**config.mk**
```make
export PLATFORM = sky130hd
export DESIGN_NAME = sample_vector_seq
export DESIGN_NICKNAME = d
export VERILOG_FILES = /design/src/rtl/sample_vector_seq.sv
export SDC_FILE = /design/constraint.sdc
export NUM_CORES = 1
export LEC_CHECK = 0
export BUFFER_PORTS_ARGS = -buffer_cell sky130_fd_sc_hd__clkbuf_2
export CORE_MARGIN = 10
export CORE_UTILIZATION = 30
export DETAILED_ROUTE_END_ITERATION = 6
export RECOVER_POWER = 100
export SLEW_MARGIN = 15
export SYNTH_ARGS = -nofsm -noshare
export SYNTH_HDL_FRONTEND = slang
export SYNTH_SLANG_ARGS = --single-unit
```
**constraint.sdc**
```tcl
create_clock -name clk_c1 -period 2.51 [get_ports clk_c1]
set_input_delay 0.502 -clock clk_c1 [delete_from_list [all_inputs] [get_ports clk_c1]]
set_output_delay 0.502 -clock clk_c1 [all_outputs]
set_load 0.01 [all_outputs]
```
**src/rtl/sample_vector_seq.sv**
```systemverilog
// LFSR stimulus issuer and MISR response compressor for the gate/adder/dff sample netlist.
// Optional build macro SEQ_CHECK_EN adds an adder reference model that counts response mismatches.
module sample_vector_seq #(
  parameter logic [15:0] SEED     = 16'hACE1,
  parameter int          LEN_W    = 8,
  parameter int          RESP_LAT = 1
) (
  input  logic             clk_c1,
  input  logic             rst_i1,
  input  logic             start_i1,
  input  logic [LEN_W-1:0] len_i1,
  input  logic [7:0]       resp_i1,
  input  logic             resp_i2,
  output logic [7:0]       add_o1,
  output logic [7:0]       add_o2,
  output logic [1:0]       gate_o1,
  output logic             vld_o1,
  output logic             busy_o1,
  output logic             done_o1,
  output logic [15:0]      sig_o1,
  output logic [7:0]       err_o1
);

  typedef enum logic [1:0] {IDLE, RUN, DRAIN, DONE} state_t;

  // Response delay line needs at least one stage to declare even when RESP_LAT is 0.
  localparam int PD = (RESP_LAT == 0) ? 1 : RESP_LAT;

  function automatic logic [15:0] lfsr_step(input logic [15:0] v);
    return {v[14:0], v[15] ^ v[13] ^ v[12] ^ v[10]};
  endfunction

  function automatic logic [15:0] misr_step(input logic [15:0] v, input logic [7:0] r8,
                                            input logic r1);
    return lfsr_step(v) ^ {7'b0, r1, r8};
  endfunction

  state_t           state;
  logic [15:0]      lfsr;
  logic [15:0]      sig;
  logic [LEN_W-1:0] count;
  logic [3:0]       dcnt;
  logic             vld;
  logic             busy;
  logic             done;
  logic [PD-1:0]    vld_p1;
  logic             cap;
  logic             start_acc;

  assign start_acc = start_i1 && (state == IDLE || state == DONE);

  always_ff @(posedge clk_c1) begin
    if (rst_i1) begin
      state <= IDLE;
      lfsr  <= SEED;
      sig   <= '0;
      count <= '0;
      dcnt  <= '0;
      vld   <= 1'b0;
      busy  <= 1'b0;
      done  <= 1'b0;
    end else begin
      if (cap)
        sig <= misr_step(sig, resp_i1, resp_i2);
      case (state)
        IDLE, DONE: begin
          if (start_acc) begin
            lfsr <= SEED;
            sig  <= '0;
            if (len_i1 != '0) begin
              state <= RUN;
              count <= len_i1;
              vld   <= 1'b1;
              busy  <= 1'b1;
              done  <= 1'b0;
            end else begin
              state <= DONE;
              count <= '0;
              done  <= 1'b1;
            end
          end
        end
        RUN: begin
          lfsr  <= lfsr_step(lfsr);
          count <= count - LEN_W'(1);
          if (count == LEN_W'(1)) begin
            vld <= 1'b0;
            if (RESP_LAT == 0) begin
              state <= DONE;
              busy  <= 1'b0;
              done  <= 1'b1;
            end else begin
              state <= DRAIN;
              dcnt  <= 4'(RESP_LAT);
            end
          end
        end
        DRAIN: begin
          // Wait until the last issued vector's response has been captured.
          if (dcnt == 4'd1) begin
            state <= DONE;
            busy  <= 1'b0;
            done  <= 1'b1;
          end else begin
            dcnt <= dcnt - 4'd1;
          end
        end
        default: state <= IDLE;
      endcase
    end
  end

  // ---- stage p1..pN: valid delay line matching the sample block latency ----
  always_ff @(posedge clk_c1) begin
    if (rst_i1) begin
      vld_p1 <= '0;
    end else begin
      vld_p1[0] <= vld;
      for (int i = 1; i < PD; i++)
        vld_p1[i] <= vld_p1[i-1];
    end
  end

  assign cap = (RESP_LAT == 0) ? vld : vld_p1[PD-1];

  assign add_o1  = vld ? lfsr[7:0]  : 8'h00;
  assign add_o2  = vld ? lfsr[15:8] : 8'h00;
  assign gate_o1 = vld ? lfsr[1:0]  : 2'b00;
  assign vld_o1  = vld;
  assign busy_o1 = busy;
  assign done_o1 = done;
  assign sig_o1  = sig;

`ifdef SEQ_CHECK_EN
  function automatic logic [7:0] sat_inc(input logic [7:0] v);
    return (v == 8'hFF) ? v : v + 8'd1;
  endfunction

  logic [7:0] sum_p0;
  logic [7:0] sum_p1 [PD];
  logic [7:0] exp_sum;
  logic [7:0] err;

  assign sum_p0 = add_o1 + add_o2;

  // ---- stage p1..pN: reference sum travels beside the valid delay line ----
  always_ff @(posedge clk_c1) begin
    sum_p1[0] <= sum_p0;
    for (int i = 1; i < PD; i++)
      sum_p1[i] <= sum_p1[i-1];
  end

  assign exp_sum = (RESP_LAT == 0) ? sum_p0 : sum_p1[PD-1];

  always_ff @(posedge clk_c1) begin
    if (rst_i1)
      err <= '0;
    else if (start_acc)
      err <= '0;
    else if (cap && (resp_i1 != exp_sum))
      err <= sat_inc(err);
  end

  assign err_o1 = err;
`else
  assign err_o1 = 8'h00;
`endif

endmodule

```
Word-level counts from Yosys, hierarchy flattened:

Index checks and enable logic that the tools add are counted.

* bits in registers: 50
* logic and storage cells: 71
* output and inout bits: 45

* reductions and logical operators: 14
* add/sub/neg operators: 2
* bitwise gates (word level): 7
* eq/ne operators: 10
* muxes and demuxes: 29

Operator list (count)
* 16-bit 2-to-1 mux: 4
* 8-bit 2-to-1 mux: 4
* 16-bit case mux with 2 select lines: 1
* 8-bit case mux with 2 select lines: 1
* 16-bit by 9-bit XOR with 16-bit output: 1
* 2-bit 2-to-1 mux: 5
* 2-bit inequality test (second input constant): 5
* 3-bit AND reduction: 3
* 8-bit by 1-bit equality test with 1-bit output (second input constant): 1
* 4-bit 2-to-1 mux: 2
* 4-bit case mux with 2 select lines: 1
* 4-bit AND reduction: 2
* 8-bit nonzero test: 1
* 8-bit by 1-bit subtractor with 8-bit output (second input constant): 1
* 1-bit 2-to-1 mux: 7
* 1-bit case mux with 2 select lines: 3
* 2-bit case mux with 3 select lines: 1
* 2-bit nonzero test: 3
* 1-bit XOR: 6
* 2-bit equality test (second input constant): 2
* 4-bit by 1-bit equality test with 1-bit output (second input constant): 1
* 4-bit by 1-bit subtractor with 4-bit output (second input constant): 1
* 2-bit by 1-bit equality test with 1-bit output (second input constant): 1
* 2-bit zero test: 1
* other kinds (4): 4

Longest topological paths before layout:

Gate-level depths: netlist of run 1.

* word-level depth: 7
* mapped depth: 8

Least setup slack after synthesis of run 1:

OpenSTA, ideal clock, no wires.

* path kind: reg2reg
* start: register state[0]
* end: register count[3]
* library setup time: 0.128 ns
* setup slack: 0.729 ns
* arrival: 1.654 ns
* buffers on the path: 2
* period minus slack after synthesis: 1.781 ns
* stages on the path, launching flop included: 8
* path through: dfxtp_1 -> inv_1 -> ha_1 -> buf_2 -> mux2i_1 -> buf_2 -> a2bb2oi_1 -> nor2_1

* longest elaborated chain between the ends: 5
* elaborated cells between the ends (all ways): 10

RTL lines
* from (decl): line 38 `state_t state;`
* from (signal assigned): line 54 `state <= IDLE;`
* from (signal assigned): line 71 `state <= RUN;`
* from (signal assigned): line 77 `state <= DONE;`
* 2-bit equality test / 2-bit zero test (equally long branches): line 50, 65
* 1-bit logical OR: line 50 `assign start_acc = start_i1 && (state == IDLE || state == DONE);`
* 1-bit logical AND: line 50
* 2-bit inequality test (no source line)
* 2-bit AND reduction (no source line)
* to (signal assigned): line 72 `count <= len_i1;`
* to (signal assigned): line 85 `count <= count - LEN_W'(1);`
* to (decl): line 41 `logic [LEN_W-1:0] count;`

Parallel ways exist; a longest one is shown, timed or not.
A chain may end at the register's enable or synchronous reset.

Worst setup path after layout of run 1:

* start: register dcnt[1]
* end: register done, in the netlist done_o1

* longest elaborated chain between the ends: 3

RTL lines
* from (decl): line 42 `logic [3:0] dcnt;`
* from (signal assigned): line 94 `dcnt <= 4'(RESP_LAT);`
* from (signal assigned): line 105 `dcnt <= dcnt - 4'd1;`
* 4-bit by 1-bit equality test with 1-bit output: line 100 `if (dcnt == 4'd1) begin`
* 2-bit inequality test (no source line)
* 3-bit AND reduction (no source line)
* to (signal assigned): line 79 `done <= 1'b1;`
* to (signal assigned): line 91 `done <= 1'b1;`
* to (signal assigned): line 103 `done <= 1'b1;`
* to (decl): line 45 `logic done;`

Every way passes these cells.

==> qor.csv, run 1 <==
metric;value;unit
holdWs;0.488;ns
clockRootBuffer;clkbuf_8;
syn_area;2560;µm²
yosys_most_used_dff;dfxtp_1;
hpwl;4790;µm
crit_required;2.74;ns
dp_slack;0.555;ns
die_w;112;µm
fin_tns_setup;0;ns
cp_num_buf_inv;1;
post-place-cells;442;
wl;6460;µm
rsz0062_at_grt;false;
cp-start-kind;flop;
cts_buffers;5;
n_antenna_cell;0;
dr.pass1.iters;4;
peakVddDrop;505;µV
hp-start;done_o1$_SDFFE_PP0P_;
slew_headroom;36.9;%
cts.htree.levels;2;
hold_violations;0;
fmax;0.471;GHz
layout.nets;371;
fin_cells;449;
final_max_slew_viol_count;0;
setup_viol;0;
finalCritPeriodShare;84.6;%
end_kind;flop;
cts-resized-gates;0;
track_usage;9.83;%
arrival;2.35;ns
cp_top_family;simple AND/OR/NAND/NOR gates;
clk_pin_slew;0.09;ns
finalWeightedCongestion;0.777;
path_cells;inv_1 > ha_1 > nor3b_1 > a2bb2oi_2 > o21ai_0 > a221oi_2;
hold_buffers;0;
worstMarginPinSlew;0.945;ns
synth-seq-cells;50;
cts_setup_buffers;0;
avgRoutedWirePerCell;14.4;µm
grt_pass1_wl;10700;µm
clock_latency;0.31;ns
nFillCells;886;
cts_tree;done;
die_area;12600;µm²
core;8260;µm²
grt_pass1_vias;2124;
async_flop_share;0;%
seq_area_frac_synth;39.0;%
die-height;112;µm
synth_edf_count;0;
cap_viol_max_count;0;
synth_cells;293;
hold_class;flop to flop;
numPortBuffers;56;
skew;0.00421;ns
layout-drive-gt1-share;15.7;%
slowest_stage;nor3b_1;
avgSynthCellArea;8.75;µm²
area.growth.synth_to_final;15.3;%
vias;2194;
ys_types;51;
antenna_found_initial;0;
core.rowCount;33;
path_max_fanout;8;
grt_start_max_net_pins;26;
clock-sinks;50;
layout_commonest_cell;dfxtp_1;
p_leak;0.00110;µW
r2r_start;dcnt[1]$_SDFFE_PP0P_;
synth_warnings;0;
critical_path.max_stage_delay;0.78;ns
via_per_inst;4.89;
setup_slack;0.387;ns
status;complete, no violations;
cts_buffer_depth;2;
drt_first_iter_violations;107;
drtAntennaViolNets;0;
p_per_area;1090;nW/µm²
crit_start;dcnt[1]$_SDFFE_PP0P_;
grt_overflow;0;
critPathKind;flop to flop;
final_cell_mix;50 x dfxtp_1, 38 x nor2_1, 32 x clkbuf_2;
post-route-min-period;2.12;ns
initial_core_util;31.1;%
drc;0;
io_pins;65;
==> report_power, final <==
group	internal [µW]	total, µW	switching [µW]
Sequential	971	1200	227
Clock	191	476	285
Combinational	653	1540	891
==> logic make-up after synthesis <==
| family | after synthesis | share of synthesized area (%) |
|---|---|---|
| flip-flops | 50 | 39.0 |
| AND/OR/NAND/NOR | 96 | 18.9 |
| AO/OA/AOI/OAI | 76 | 21.6 |
| other | 1 | 0.146 |
| XOR/XNOR | 14 | 5.32 |
| adder cells (fa/ha/maj) | 7 | 3.41 |
| multiplexers | 11 | 4.39 |
| buffers and inverters | 38 | 7.22 |
==> cell type report <==
class / count / area (µm²) / share of cell area [%]
flip-flops and latches: 50 / 1000 / 33.9
inverters: 12 / 45.0 / 1.52
repair buffers: 63 / 295 / 9.99
clock inverters: 2 / 15.0 / 0.508
multi-input cells: 212 / 1400 / 47.4
well taps: 105 / 131 / 4.44
clock buffers: 5 / 68.8 / 2.33
==> worst paths after layout <==
path	to	slack, ns	cells past startpoint
hold reg to reg	done_o1$_SDFFE_PP0P_	0.49	2
setup reg to reg	done_o1$_SDFFE_PP0P_	0.39	6
hold / removal	done_o1$_SDFFE_PP0P_	0.49	2
setup / recovery	done_o1$_SDFFE_PP0P_	0.39	6
==> worst reg2reg max path, stage by stage (launching register included) <==
cell       delay [ns]
dfxtp_1          0.36
inv_1            0.10
ha_1             0.18
nor3b_1          0.78
a2bb2oi_2        0.27
o21ai_0          0.15
a221oi_2         0.22
==> flip-flops by register name (all words and copies together) (netlist names) <==
register,flops
busy_o1,1
cap,1
count,8
dcnt,4
done_o1,1
lfsr,16
sig_o1,16
state,2
vld_o1,1
==> layer usage <==
metal  GRT usage [%]  vias to the layer above  wire, µm
met5               0                        -         0
met4            2.79                        0        78
met3            3.04                       11       334
met2            16.3                       44      3090
met1            11.9                     1022      2960
li1                -                     1117         -
==> metrics by stage <==
step / total power, µW / util (%) / area [µm²]
floorplan: 2360 / - / 2590
global placement: 2770 / 35.3 / 2920
detailed placement: 2810 / 35.3 / 2920
CTS: 3280 / 36.3 / 3000
global route: 3480 / 35.8 / 2960
finish: 3220 / 35.8 / 2960
==> Yosys cell counts, types with 2 or more instances <==
cell type  count  area [µm²]
buf_4         10        75.1
and2_1        16         100
buf_2          4        20.0
xor2_1         2        17.5
nor3_1         4        20.0
or4_1          2        15.0
clkbuf_1      12        45.0
mux2i_1        9        90.1
nand3_1        3        15.0
o22ai_1        9        56.3
nand2b_1       3        18.8
nor2b_1        6        37.5
a211oi_1       9        67.6
xnor2_1       11        96.3
o21ai_0       12        60.1
dfxtp_1       50        1000
a41oi_1        2        17.5
a22oi_1        9        67.6
o31ai_1        2        15.0
a21oi_1       13        65.1
mux2_2         2        22.5
ha_1           7        87.6
nand2_1       18        67.6
inv_1         12        45.0
a31oi_1        3        18.8
nor2_1        38         143
(Power assumes the default switching activity.)
==> run 2, diff against run 1 <==
==> constraint.sdc (replaced) <==
create_clock -name clk_c1 -period 1.8 [get_ports clk_c1]
set_input_delay 0.36 -clock clk_c1 [delete_from_list [all_inputs] [get_ports clk_c1]]
set_output_delay 0.36 -clock clk_c1 [all_outputs]
set_load 0.01 [all_outputs]
==> run 2 against run 1 <==
Against the previous run:
- routed wire length decreased by 1.5%
- worst hold slack got worse by 0.13 ns
- total power increased by 48%
- critical path type unchanged
- largest cell class unchanged
==> qor.csv, run 2 (same netlist as run 1, synthesis figures left out) <==
metric;value;unit;change
status;complete, no violations;;
io_pins;65;;unchanged
end_kind;flop;;
n_antenna_cell;0;;unchanged
grt_pass1_wl;10800;µm;+1.4%
area.growth.synth_to_final;20.1;%;
clk_pin_slew;0.10;ns;about the same
initial_core_util;31.1;%;unchanged
wl;6360;µm;-1.5%
setup_slack;0.0834;ns;-0.304 ns
die_w;112;µm;unchanged
grt_overflow;0;;unchanged
r2r_slack;0.08;ns;-0.30 ns
final_cell_mix;49 x dfxtp_1, 37 x nor2_1, 32 x clkbuf_2;;
arrival;1.92;ns;-0.43 ns
clockRootBuffer;clkbuf_8;;
clock-sinks;50;;unchanged
core.rowCount;33;;unchanged
dp_slack;0.106;ns;-0.449 ns
crit_required;2.00;ns;-0.74 ns
fmax;0.583;GHz;+24%
cp_top_family;flip-flops;;
layout.nets;379;;+2.2%
seq_area;1000;µm²;+0.12%
die-height;112;µm;unchanged
nFillCells;875;;-1.2%
cts-resized-gates;0;;unchanged
rsz0062_at_grt;true;;
post-route-min-period;1.72;ns;-0.406 ns
core;8260;µm²;unchanged
track_usage;9.73;%;-0.10 points
holdWs;0.362;ns;-0.127 ns
utilization;37.3;%;+1.5 points
dr.pass1.iters;4;;unchanged
hold_class;input port to flop;;
clock_latency;0.30;ns;about the same
grt_start_max_net_pins;25;;-3.8%
cts_buffer_depth;2;;unchanged
path_cells;inv_1 > ha_1 > mux2i_1 > buf_4 > nor2_1 > o221a_2;;
hold_buffers;0;;unchanged
drc;0;;unchanged
multiInputGateArea;1410;µm²;+0.71%
path_max_fanout;7;;-1
critPathKind;flop to flop;;
peakVddDrop;696;µV;+38%
drt_first_iter_violations;88;;-18%
antenna_found_initial;0;;unchanged
cts_buffers;5;;unchanged
vias;2213;;+0.87%
final_max_slew_viol_count;0;;unchanged
layout-drive-gt1-share;19.5;%;+3.8 points
cp-start-kind;flop;;
skew;0.00988;ns;+0.00567 ns
finalWeightedCongestion;0.807;;+3.9%
hpwl;4830;µm;+0.86%
cp_num_buf_inv;2;;+1
via_per_inst;4.83;;-1.1%
cts_tree;done;;
cap_viol_max_count;0;;unchanged
slowest_stage;dfxtp_1;;
avgRoutedWirePerCell;13.9;µm;-3.5%
finalCritPeriodShare;95.4;%;+11 points
drtAntennaViolNets;0;;unchanged
hold_violations;0;;unchanged
setup_viol;0;;unchanged
cts_setup_buffers;0;;unchanged
p_per_area;1540;nW/µm²;+42%
layout_commonest_cell;dfxtp_1;;
critical_path.max_stage_delay;0.39;ns;-0.39 ns
cts.htree.levels;2;;unchanged
grt_pass1_vias;2264;;+6.6%
p_leak;0.00118;µW;+7.2%
die_area;12600;µm²;unchanged
numPortBuffers;56;;unchanged
==> run 2: changes by cell type in the layout (fill, tap and decap cells not counted), sizes merged <==
cell      change
clkinvlp      -2
clkinv        +1
clkbuf        +1
buf           +9
==> run 2: per-stage QoR <==
stage,power [µW],area [µm²],setup TNS (ns),cells
floorplan,3290,2590,0,300
global placement,4030,3000,0,450
detailed placement,4070,3000,0,450
CTS,4820,3110,0,458
global route,5160,3080,-0.0636,458
finish,4760,3080,0,458
==> run 2: final timing paths <==
check	from	to	cells after the start
hold / removal	resp_i1[2]	sig_o1[2]$_SDFF_PP0_	3
setup reg to reg	state[0]$_SDFFE_PP0P_	count[6]$_SDFFE_PP0P_	6
setup / recovery	state[0]$_SDFFE_PP0P_	count[6]$_SDFFE_PP0P_	6
hold reg to reg	done_o1$_SDFFE_PP0P_	done_o1$_SDFFE_PP0P_	2
==> run 2: area by class of cell <==
class	instances	area share, %
Clock buffer	7	3.13
Clock inverter	1	0.284
Inverter	12	1.46
Multi-Input combinational cell	212	45.8
Sequential cell	50	32.5
Tap cell	105	4.26
Timing Repair Buffer	71	12.6
==> run 2: layer usage <==
metal / part of all wire (%) / vias to the layer above / track usage (%)
li1: - / 1131 / -
met1: 46 / 1042 / 11.6
met2: 49 / 38 / 17.1
met3: 5.0 / 2 / 2.66
met4: 0.30 / 0 / 1.78
met5: 0 / - / 0
==> run 2: power breakdown <==
part	total, µW	switching (µW)	internal, µW
sequential	1630	277	1360
combinational	2390	1310	1080
clock	732	379	353
==> run 2: worst min-delay path: stages <==
cell and delay (ns):
clkbuf_2 0.08, xnor2_1 0.10, a211oi_1 0.06
==> run 3, diff against run 2 <==
==> constraint.sdc (replaced) <==
create_clock -name clk_c1 -period 1.8 [get_ports clk_c1]
set_input_delay 0.18 -clock clk_c1 [delete_from_list [all_inputs] [get_ports clk_c1]]
set_output_delay 0.18 -clock clk_c1 [all_outputs]
set_load 0.01 [all_outputs]
==> run 3 against run 2 <==
Against the previous run:
- routed wire length up 1.6%
- flip-flop and latch count unchanged
- highest routed layer unchanged
- first-iteration DRC count up 89%
- largest power group unchanged
- critical path depth unchanged
- critical endpoint unchanged
- clock skew down 0.0040 ns
- combinational power down 3%
- non-clock buffer count down 4
==> qor.csv, run 3 (same netlist as run 1, synthesis figures left out) <==
metric;value;unit;change
cap_viol_max_count;0;;unchanged
clkPwrFrac;13.9;%;-1.5 points
peakVddDrop;715;µV;+2.8%
initial_core_util;31.1;%;unchanged
clockRootBuffer;clkbuf_8;;
hpwl;4850;µm;+0.33%
hold_class;input port to flop;;
die_w;112;µm;unchanged
drtAntennaViolNets;0;;unchanged
core.rowCount;33;;unchanged
grt.met3_usage;3.35;%;+0.69 points
setup_slack;0.117;ns;+0.0336 ns
grt_pass1_vias;2175;;-3.9%
worstMarginPinSlew;0.668;ns;
clk_pin_slew;0.09;ns;about the same
grt_start_max_net_pins;25;;unchanged
fmax;0.594;GHz;+2.0%
hold_violations;0;;unchanged
hold_buffers;0;;unchanged
crit_required;2.00;ns;about the same
final_cell_mix;49 x dfxtp_1, 37 x nor2_1, 30 x clkbuf_2;;
dp_slack;0.0458;ns;-0.0599 ns
p_int;2640;µW;-5.6%
cts_buffer_depth;2;;unchanged
grtUsageMet2;16.7;%;-0.39 points
fin_tns_setup;0;ns;unchanged
p_per_area;1530;nW/µm²;-1.0%
layout-drive-gt1-share;17.5;%;-2.0 points
slew_headroom;55.1;%;
status;complete, no violations;;
nFillCells;882;;+0.80%
vias;2229;;+0.72%
r2r_start;state[0]$_SDFFE_PP0P_;;
path_max_fanout;15;;+8
finalCritPeriodShare;93.5;%;-1.9 points
arrival;1.88;ns;-0.04 ns
wl;6460;µm;+1.6%
via_per_inst;4.92;;+1.8%
skew;0.00591;ns;-0.00397 ns
holdPathStages;2;;-1
grt_overflow;0;;unchanged
power_switching;1970;µW;+0.39%
cts_tree;done;;
p_leak;0.00113;µW;-4.5%
finalWeightedCongestion;0.796;;-1.4%
drc;0;;unchanged
final_max_slew_viol_count;0;;unchanged
die-height;112;µm;unchanged
power;4610;µW;-3.1%
use_met1;11.4;%;-0.23 points
ff2ff_path_depth;6;;unchanged
dr.pass1.iters;4;;unchanged
worstHoldEndpoint;done_o1$_SDFFE_PP0P_;;
track_usage;9.75;%;+0.017 points
r2r_slack;0.12;ns;+0.03 ns
clock_latency;0.30;ns;about the same
area.growth.synth_to_final;17.6;%;
hp-start;rst_i1;;
seqPwrFrac;35.6;%;+1.2 points
cp-start-kind;flop;;
layout_commonest_cell;dfxtp_1;;
n_antenna_cell;0;;unchanged
setup_viol;0;;unchanged
antenna_found_initial;0;;unchanged
critPathKind;flop to flop;;
avgRoutedWirePerCell;14.3;µm;+2.8%
p_comb_share;50.5;%;+0.3 points
rsz0062_at_grt;false;;
cts_buffers;5;;unchanged
core;8260;µm²;unchanged
grt_pass1_wl;10700;µm;-1.7%
post-route-min-period;1.68;ns;-0.0336 ns
busiest_layer;met2;;
clock-sinks;50;;unchanged
cts.htree.levels;2;;unchanged
r2r-end;count[6]$_SDFFE_PP0P_;;
io_pins;65;;unchanged
layout.nets;375;;-1.1%
placed_cell_area;2940;µm²;-2.1%
die_area;12600;µm²;unchanged
end_kind;flop;;
p_sw_share;42.8;%;+1.5 points
drt_first_iter_violations;166;;+89%
numPortBuffers;56;;unchanged
design_area;3020;µm²;-2.1%
run 3: changes by cell type in the layout (fill, tap and decap cells not counted), moves of 2 or more:
cell,before,now
buf_12,2,0
buf_4,12,9
clkbuf_1,24,27
clkbuf_2,32,30
clkbuf_8,7,5
clkinvlp_4,0,2
run 3: power by group through the flow:
stage          clock (µW)  combinational (µW)  sequential (µW)
6_report              641                2330             1640
5_1_grt               709                2610             1690
2_1_floorplan           0                1680             1610
4_1_cts               669                2310             1630
3_3_place_gp            0                2250             1650
3_5_place_dp            0                2300             1660
run 3: per-layer routing:
metal  routed length, µm  vias to the layer above
li1                    -                     1128
met1                2840                     1051
met2                3200                       42
met3                 384                        8
met4                  45                        0
met5                   0                        -
run 3: how the worst max path moves through the flow:
stage,from,endpoint,slack [ns],depth (start not counted)
2_1_floorplan,state[0]$_SDFFE_PP0P_,count[3]$_SDFFE_PP0P_,0.02,7
3_3_place_gp,state[0]$_SDFFE_PP0P_,lfsr[0]$_SDFFE_PP1P_,0.10,6
3_5_place_dp,state[0]$_SDFFE_PP0P_,lfsr[10]$_SDFFE_PP1P_,0.05,6
4_1_cts,dcnt[1]$_SDFFE_PP0P_,state[0]$_SDFFE_PP0P_,0.02,6
5_1_grt,state[1]$_SDFFE_PP0P_,count[0]$_SDFFE_PP0P_,0.005,6
6_report,state[0]$_SDFFE_PP0P_,count[6]$_SDFFE_PP0P_,0.12,6
run 3: area by class of cell:
type | count | area [µm²] | share of cell area, %
Tap cell | 105 | 131 | 4.36
Clock buffer | 5 | 68.8 | 2.28
Sequential cell | 50 | 1000 | 33.2
Inverter | 12 | 45.0 | 1.49
Timing Repair Buffer | 67 | 330 | 10.9
Clock inverter | 2 | 15.0 | 0.498
Multi-Input combinational cell | 212 | 1420 | 47.2
run 3: repair_timing:
item	CTS	global route
gates resized for setup	0	7
endpoints found under the setup margin	0	22
setup buffers	0	1
run 3: worst max-delay path, stage by stage (launching register included):
cell	delay, ns
dfxtp_2	0.36
inv_1	0.05
ha_1	0.34
mux2i_1	0.32
buf_6	0.22
nor2_1	0.06
o221a_2	0.23
run 3: through the flow:
stage               utilization [%]  hold slack [ns]  std cells
finish                         36.5            0.170        453
global route                   36.5            0.175        453
CTS                            36.6            0.168        452
detailed placement             35.6            0.471        445
global placement               35.6            0.465        445
floorplan                         -            0.385        300
